===== src/rtl/router_1xn.sv =====
// 1-to-N packet router: header/payload/parity byte stream steered to per-port FWFT FIFOs.
// Header reaches its FIFO one cycle after acceptance; busy stalls the input while the target FIFO is full.

// Generic FWFT FIFO with synchronous flush; head data reads 0 while empty.
// Zero-latency head; a push while full is ignored, and a push that coincides with a flush is discarded.
module fifo #(
  parameter int DW    = 8,
  parameter int DEPTH = 16
) (
  input  logic          clk,
  input  logic          rst_n,
  input  logic          push,
  input  logic [DW-1:0] push_dat,
  input  logic          pop,
  input  logic          flush,
  output logic [DW-1:0] head_dat,
  output logic          vld,
  output logic          full
);
  localparam int PW = $clog2(DEPTH);

  logic [DW-1:0] mem [DEPTH];
  logic [PW:0]   wr_ptr, rd_ptr, count;
  logic          empty, do_push, do_pop;

  assign count    = wr_ptr - rd_ptr;
  assign empty    = (wr_ptr == rd_ptr);
  assign full     = (count == (PW+1)'(DEPTH));
  assign vld      = ~empty;
  assign do_push  = push & ~full & ~flush;
  assign do_pop   = pop & ~empty;
  assign head_dat = empty ? '0 : mem[rd_ptr[PW-1:0]];

  always_ff @(posedge clk or negedge rst_n) begin
    if (!rst_n) begin
      wr_ptr <= '0;
      rd_ptr <= '0;
    end else if (flush) begin
      wr_ptr <= '0;
      rd_ptr <= '0;
    end else begin
      if (do_push) wr_ptr <= wr_ptr + 1'b1;
      if (do_pop)  rd_ptr <= rd_ptr + 1'b1;
    end
  end

  always_ff @(posedge clk) begin
    if (do_push) mem[wr_ptr[PW-1:0]] <= push_dat;
  end
endmodule

// Router top: FSM parses packets, checks even-XOR parity, drops bad destinations.
// Each port flushes itself after TIMEOUT unread cycles without disturbing the FSM.
module router_1xn #(
  parameter int DW        = 8,
  parameter int NUM_PORTS = 3,
  parameter int DEPTH     = 16,
  parameter int TIMEOUT   = 30
) (
  input  logic                    clk,
  input  logic                    rst_n,
  input  logic [DW-1:0]           d_in,
  input  logic                    pkt_vld,
  output logic                    busy,
  output logic                    error,
  input  logic [NUM_PORTS-1:0]    rd_en,
  output logic [NUM_PORTS*DW-1:0] d_out,
  output logic [NUM_PORTS-1:0]    vld_out
);
  localparam int AW = (NUM_PORTS > 2) ? $clog2(NUM_PORTS) : 1;
  localparam int LW = DW - AW;
  localparam int TW = $clog2(TIMEOUT);

  typedef struct packed {
    logic [LW-1:0] len;
    logic [AW-1:0] dest;
  } hdr_t;

  typedef enum logic [2:0] {IDLE, HDR_WR, LOAD, CHECK, DROP} state_t;

  state_t               state, state_nxt;
  hdr_t                 hdr_q, hdr_in;
  logic [DW-1:0]        acc_q, par_q, wr_dat;
  logic [LW-1:0]        bcnt_q;
  logic                 err_q, accept, wr_en, full_sel;
  logic [NUM_PORTS-1:0] full, push;
  logic [2**AW-1:0]     full_pad;

  assign hdr_in = hdr_t'(d_in);
  assign accept = pkt_vld & ~busy;
  assign error  = err_q;

  // Pad so an out-of-range dest never indexes past the vector.
  always_comb begin
    full_pad                = '0;
    full_pad[NUM_PORTS-1:0] = full;
  end
  assign full_sel = full_pad[hdr_q.dest];

  always_comb begin
    state_nxt = state;
    busy      = 1'b0;
    wr_en     = 1'b0;
    wr_dat    = d_in;
    case (state)
      IDLE: begin
        if (accept)
          state_nxt = ({1'b0, hdr_in.dest} >= (AW+1)'(NUM_PORTS)) ? DROP : HDR_WR;
      end
      HDR_WR: begin
        busy   = 1'b1;
        wr_dat = hdr_q;
        if (!full_sel) begin
          wr_en     = 1'b1;
          state_nxt = LOAD;
        end
      end
      LOAD: begin
        busy = full_sel;
        if (accept) begin
          wr_en = 1'b1;
          if (bcnt_q == hdr_q.len) state_nxt = CHECK;
        end
      end
      CHECK: begin
        busy      = 1'b1;
        state_nxt = IDLE;
      end
      DROP: begin
        if (accept && bcnt_q == hdr_q.len) state_nxt = IDLE;
      end
      default: state_nxt = IDLE;
    endcase
  end

  // bcnt_q counts payload bytes; reaching len marks the parity byte.
  always_ff @(posedge clk or negedge rst_n) begin
    if (!rst_n) begin
      state  <= IDLE;
      hdr_q  <= '0;
      acc_q  <= '0;
      par_q  <= '0;
      bcnt_q <= '0;
      err_q  <= 1'b0;
    end else begin
      state <= state_nxt;
      err_q <= 1'b0;
      case (state)
        IDLE: begin
          if (accept) begin
            hdr_q  <= hdr_in;
            acc_q  <= d_in;
            bcnt_q <= '0;
          end
        end
        LOAD: begin
          if (accept) begin
            if (bcnt_q == hdr_q.len) begin
              par_q <= d_in;
            end else begin
              acc_q  <= acc_q ^ d_in;
              bcnt_q <= bcnt_q + 1'b1;
            end
          end
        end
        CHECK: err_q <= (acc_q != par_q);
        DROP: begin
          if (accept) begin
            if (bcnt_q == hdr_q.len) err_q <= 1'b1;
            else                     bcnt_q <= bcnt_q + 1'b1;
          end
        end
        default: ;
      endcase
    end
  end

  for (genvar i = 0; i < NUM_PORTS; i++) begin : g_port
    logic [TW-1:0] to_cnt;
    logic          flush;

    assign push[i] = wr_en & (hdr_q.dest == AW'(i));
    assign flush   = vld_out[i] & ~rd_en[i] & (to_cnt == TW'(TIMEOUT-1));

    fifo #(.DW(DW), .DEPTH(DEPTH)) u_fifo (
      .clk      (clk),
      .rst_n    (rst_n),
      .push     (push[i]),
      .push_dat (wr_dat),
      .pop      (rd_en[i]),
      .flush    (flush),
      .head_dat (d_out[i*DW +: DW]),
      .vld      (vld_out[i]),
      .full     (full[i])
    );

    always_ff @(posedge clk or negedge rst_n) begin
      if (!rst_n)                           to_cnt <= '0;
      else if (!vld_out[i] || rd_en[i] || flush) to_cnt <= '0;
      else                                  to_cnt <= to_cnt + 1'b1;
    end
  end
endmodule


===== config.mk =====
export PLATFORM = sky130hd
export DESIGN_NAME = router_1xn
export DESIGN_NICKNAME = d
export VERILOG_FILES = /design/src/rtl/router_1xn.sv
export SDC_FILE = /design/constraint.sdc
export NUM_CORES = 1
export LEC_CHECK = 0
export BUFFER_PORTS_ARGS = -buffer_cell sky130_fd_sc_hd__buf_2
export CAP_MARGIN = 30
export CORE_MARGIN = 1
export CORE_UTILIZATION = 45
export CTS_CLUSTER_SIZE = 40
export DETAILED_ROUTE_END_ITERATION = 10
export GPL_TIMING_DRIVEN = 0
export PLACE_DENSITY = 0.62
export SKIP_CTS_REPAIR_TIMING = 1
export SLEW_MARGIN = 30
export SYNTH_ARGS = -nofsm -noshare
export SYNTH_HDL_FRONTEND = slang
export SYNTH_SLANG_ARGS = --single-unit

===== constraint.sdc =====
create_clock -name clk -period 5.5 [get_ports clk]
set_input_delay 0.55 -clock clk [delete_from_list [all_inputs] [get_ports clk]]
set_output_delay 0.55 -clock clk [all_outputs]
set_load 0.02 [all_outputs]

==> results.md <==
* Max Cap Viol at 0
* Clk root buf: clkbuf_16
* Die W at 211 um
* Worst-Margin Slew at 0.927 ns
* Post-synth EDFFs at 384
* Slowest CP cell: clkbuf_1
* Switch share at 33.7%
* Synth top cells by count: edfxtp_1, mux4_2, nor2_1
* Setup violators final at 0
* Initial DRC count at 740
* Congestion Overflow GR at 0
* Worst path most repeated cell: clkbuf_1
* Worst EP arrival at 3.83 ns
* Largest net degree at the start of global routing at 49
* Combinational share of power at 35.1%
* Fmax at 229 MHz
* Yosys warning count at 0
* Clock slew at reported path FFs at 0.06 ns
* Worst vdd ir at 0.398 mV
* Hpwl dp at 25900 um
* Fin crit share at 79.6%
* Net Count, Synth at 1215
* Clk_skew at 0.0135 ns
* Rel. slew slack at 38.0%
* Pwr Density at 545 nW/um2
* Via Count at 10300
* Final hold violation count at 0
* # port buffers at 42
* Leakage at 0.00792 uW
* Final TNS setup at 0 ns
* CP Class: register to output port
* Flop pwr share at 37.6%
* Core ar. at 43100 um2
* Row count at 76
* Die Height at 211 um
* WHS at 0.218 ns
* Yosys cell types at 52
* CP Cell Sequence: clkbuf_1 -> clkbuf_1 -> inv_1 -> ha_1 -> and3b_1 -> nor4_1 -> o211a_1 -> nor3_2 -> nand2b_1 -> a21oi_1 -> buf_2
* CP max FO at 10
* Area growth syn-to-layout at 13.9%
* Tmin final at 4.38 ns
* WL per Instance at 21.9 um
* Register area share after synthesis at 68.8%
* Mean post-synth cell area at 16.8 um2
* First-pass GRT wire length at 63600 um
* CP Capture Type: output port
* Multi-input logic area at 5870 um2
* Top FF cell, synth: edfxtp_1
* Nets at 1309
* Ys async rst share at 17.1%
* Cell taking the most area after synthesis: edfxtp_1
* RSZ-0062 raised after global routing: false
* Status: finished, final reports clean
* Worst-Skew Late Latency at 0.57 ns
* CP max stage delay at 0.52 ns
* Largest cells by area after synthesis: edfxtp_1, mux4_2, dfrtp_1
* Top-count cell post-synth: edfxtp_1
* Kind of start point of the critical path: register
* GR Util All Layers at 19.2%
* Post-Syn Area at 19600 um2
* I/O pin count at 43
* Share of cells above drive strength 1 at 20.9%
* Initial Utilization at 45.6%
* Global placement routability congestion at 0.780
* Antenna cells at 0
* Max-slew violations at 0
* Clock Sinks at 463
* Vias/cell at 5.46
* Deepest clock path buffer count at 3
* Mapped Cells at 1167
* Layout fillers at 3477
* WL final at 41200 um
* TritonCTS Buffers at 47
* First-pass DRT Iterations at 5
* Sequential cell area at 13500 um2
* Hold Path Class: input pin to register
* Synth top area share at 58.7%
* Clock network power share at 27.3%
* Initial antenna violation count at 0
* H-tree levels at 2
* Full die area at 44500 um2
* FF+latch count, synth at 463
* Internal at 8080 uW
* Number of global-route vias before repair at 10500
* Critical path required time at 4.95 ns
* ANT nets after route at 0
* CTS tree: yes
* Switching power at 4100 uW
* Number of remaining DRC errors at 0
==> power groups by stage <==
stage	combinational [uW]	sequential (uW)	clock (uW)
final	4270	4580	3330
after global routing	4670	4620	3510
after CTS	4320	4580	3380
after detailed placement	4300	4650	0
after global placement	4200	4650	0
after floorplan	3010	4580	0
==> metal layers <==
layer	vias up	share of wire, %	GRT usage, %
met3	53	4.8	3.52
met2	207	48	30.6
li1	4716	-	-
met5	-	0	0
met4	0	2.0	4.80
met1	5318	46	27.3
==> worst max-delay path, delay by kind of cell, from the launching register on <==
family | cells | cell delay [ns]
AO/OA/AOI/OAI | 2 | 0.51
adder cells (fa/ha/maj) | 1 | 0.37
buffers and inverters | 4 | 1.25
flip-flops | 1 | 0.34
AND/OR/NAND/NOR | 4 | 0.78
==> final timing paths <==
path	start	end	slack, ns	cells after the start
worst max-delay path	g_port[2].u_fifo.rd_ptr[1]	busy	1.12	11
worst min-delay path	d_in[4]	hdr_q[4]	0.22	3
worst max register to register	g_port[2].u_fifo.rd_ptr[1]	g_port[2].u_fifo.mem[8][5]	1.14	11
worst min register to register	g_port[0].to_cnt[0]	g_port[0].to_cnt[0]	0.49	1
max in group asynchronous	rst_n	g_port[2].to_cnt[3]	4.46	3
min in group asynchronous	rst_n	par_q[6]	0.46	2
==> state kept, by name (all words and copies together) (netlist names) <==
register              count
acc_q                     8
par_q                     8
error                     1
g_port.to_cnt            15
g_port.u_fifo.rd_ptr     15
g_port.u_fifo.wr_ptr     15
state                     3
bcnt_q                    6
g_port.u_fifo.mem       384
hdr_q                     8
==> cells in the final DEF, fill, tap and decap left out, types with 26 or more instances in the layout <==
cell type	netlist	final
edfxtp_1	384	384
mux4_2	96	96
nor2_1	90	88
dfrtp_1	79	79
nand2_1	60	60
buf_2	15	56
clkbuf_16	0	49
clkbuf_1	30	47
mux2i_1	36	36
ha_1	34	34
xor2_1	32	32
o21ai_0	32	32
nand3_1	26	26
==> cell families after synthesis <==
| logic type | count (synthesis) | synth area share [%] |
|---|---|---|
| adder cells (fa/ha/maj) | 34 | 2.17 |
| AO/OA/AOI/OAI | 96 | 3.26 |
| XOR/XNOR | 55 | 2.68 |
| multiplexers | 150 | 14.0 |
| flip-flops | 463 | 68.8 |
| AND/OR/NAND/NOR | 289 | 7.27 |
| buffers and inverters | 80 | 1.76 |
==> through the flow <==
stage	util [%]	worst slack [ns]	power [uW]	instance area (um2)	instances
floorplan	-	1.95	7590	19600	1167
global placement	47.8	0.862	8850	20600	1794
detailed placement	48.1	1.04	8950	20700	1796
CTS	51.8	1.01	12300	22300	1883
global route	51.9	0.740	12800	22300	1884
finish	51.9	1.12	12200	22300	1884
==> final cells by class <==
| class | count | share of cell area [%] |
|---|---|---|
| clock inverter | 14 | 1.01 |
| buffer | 54 | 1.11 |
| timing repair buffer | 45 | 1.26 |
| inverter | 26 | 0.437 |
| clock buffer | 73 | 6.20 |
| multi-input combinational | 624 | 26.3 |
| sequential | 463 | 60.4 |
| tap | 585 | 3.28 |
No activity file was read; power rests on OpenSTA's default activity.
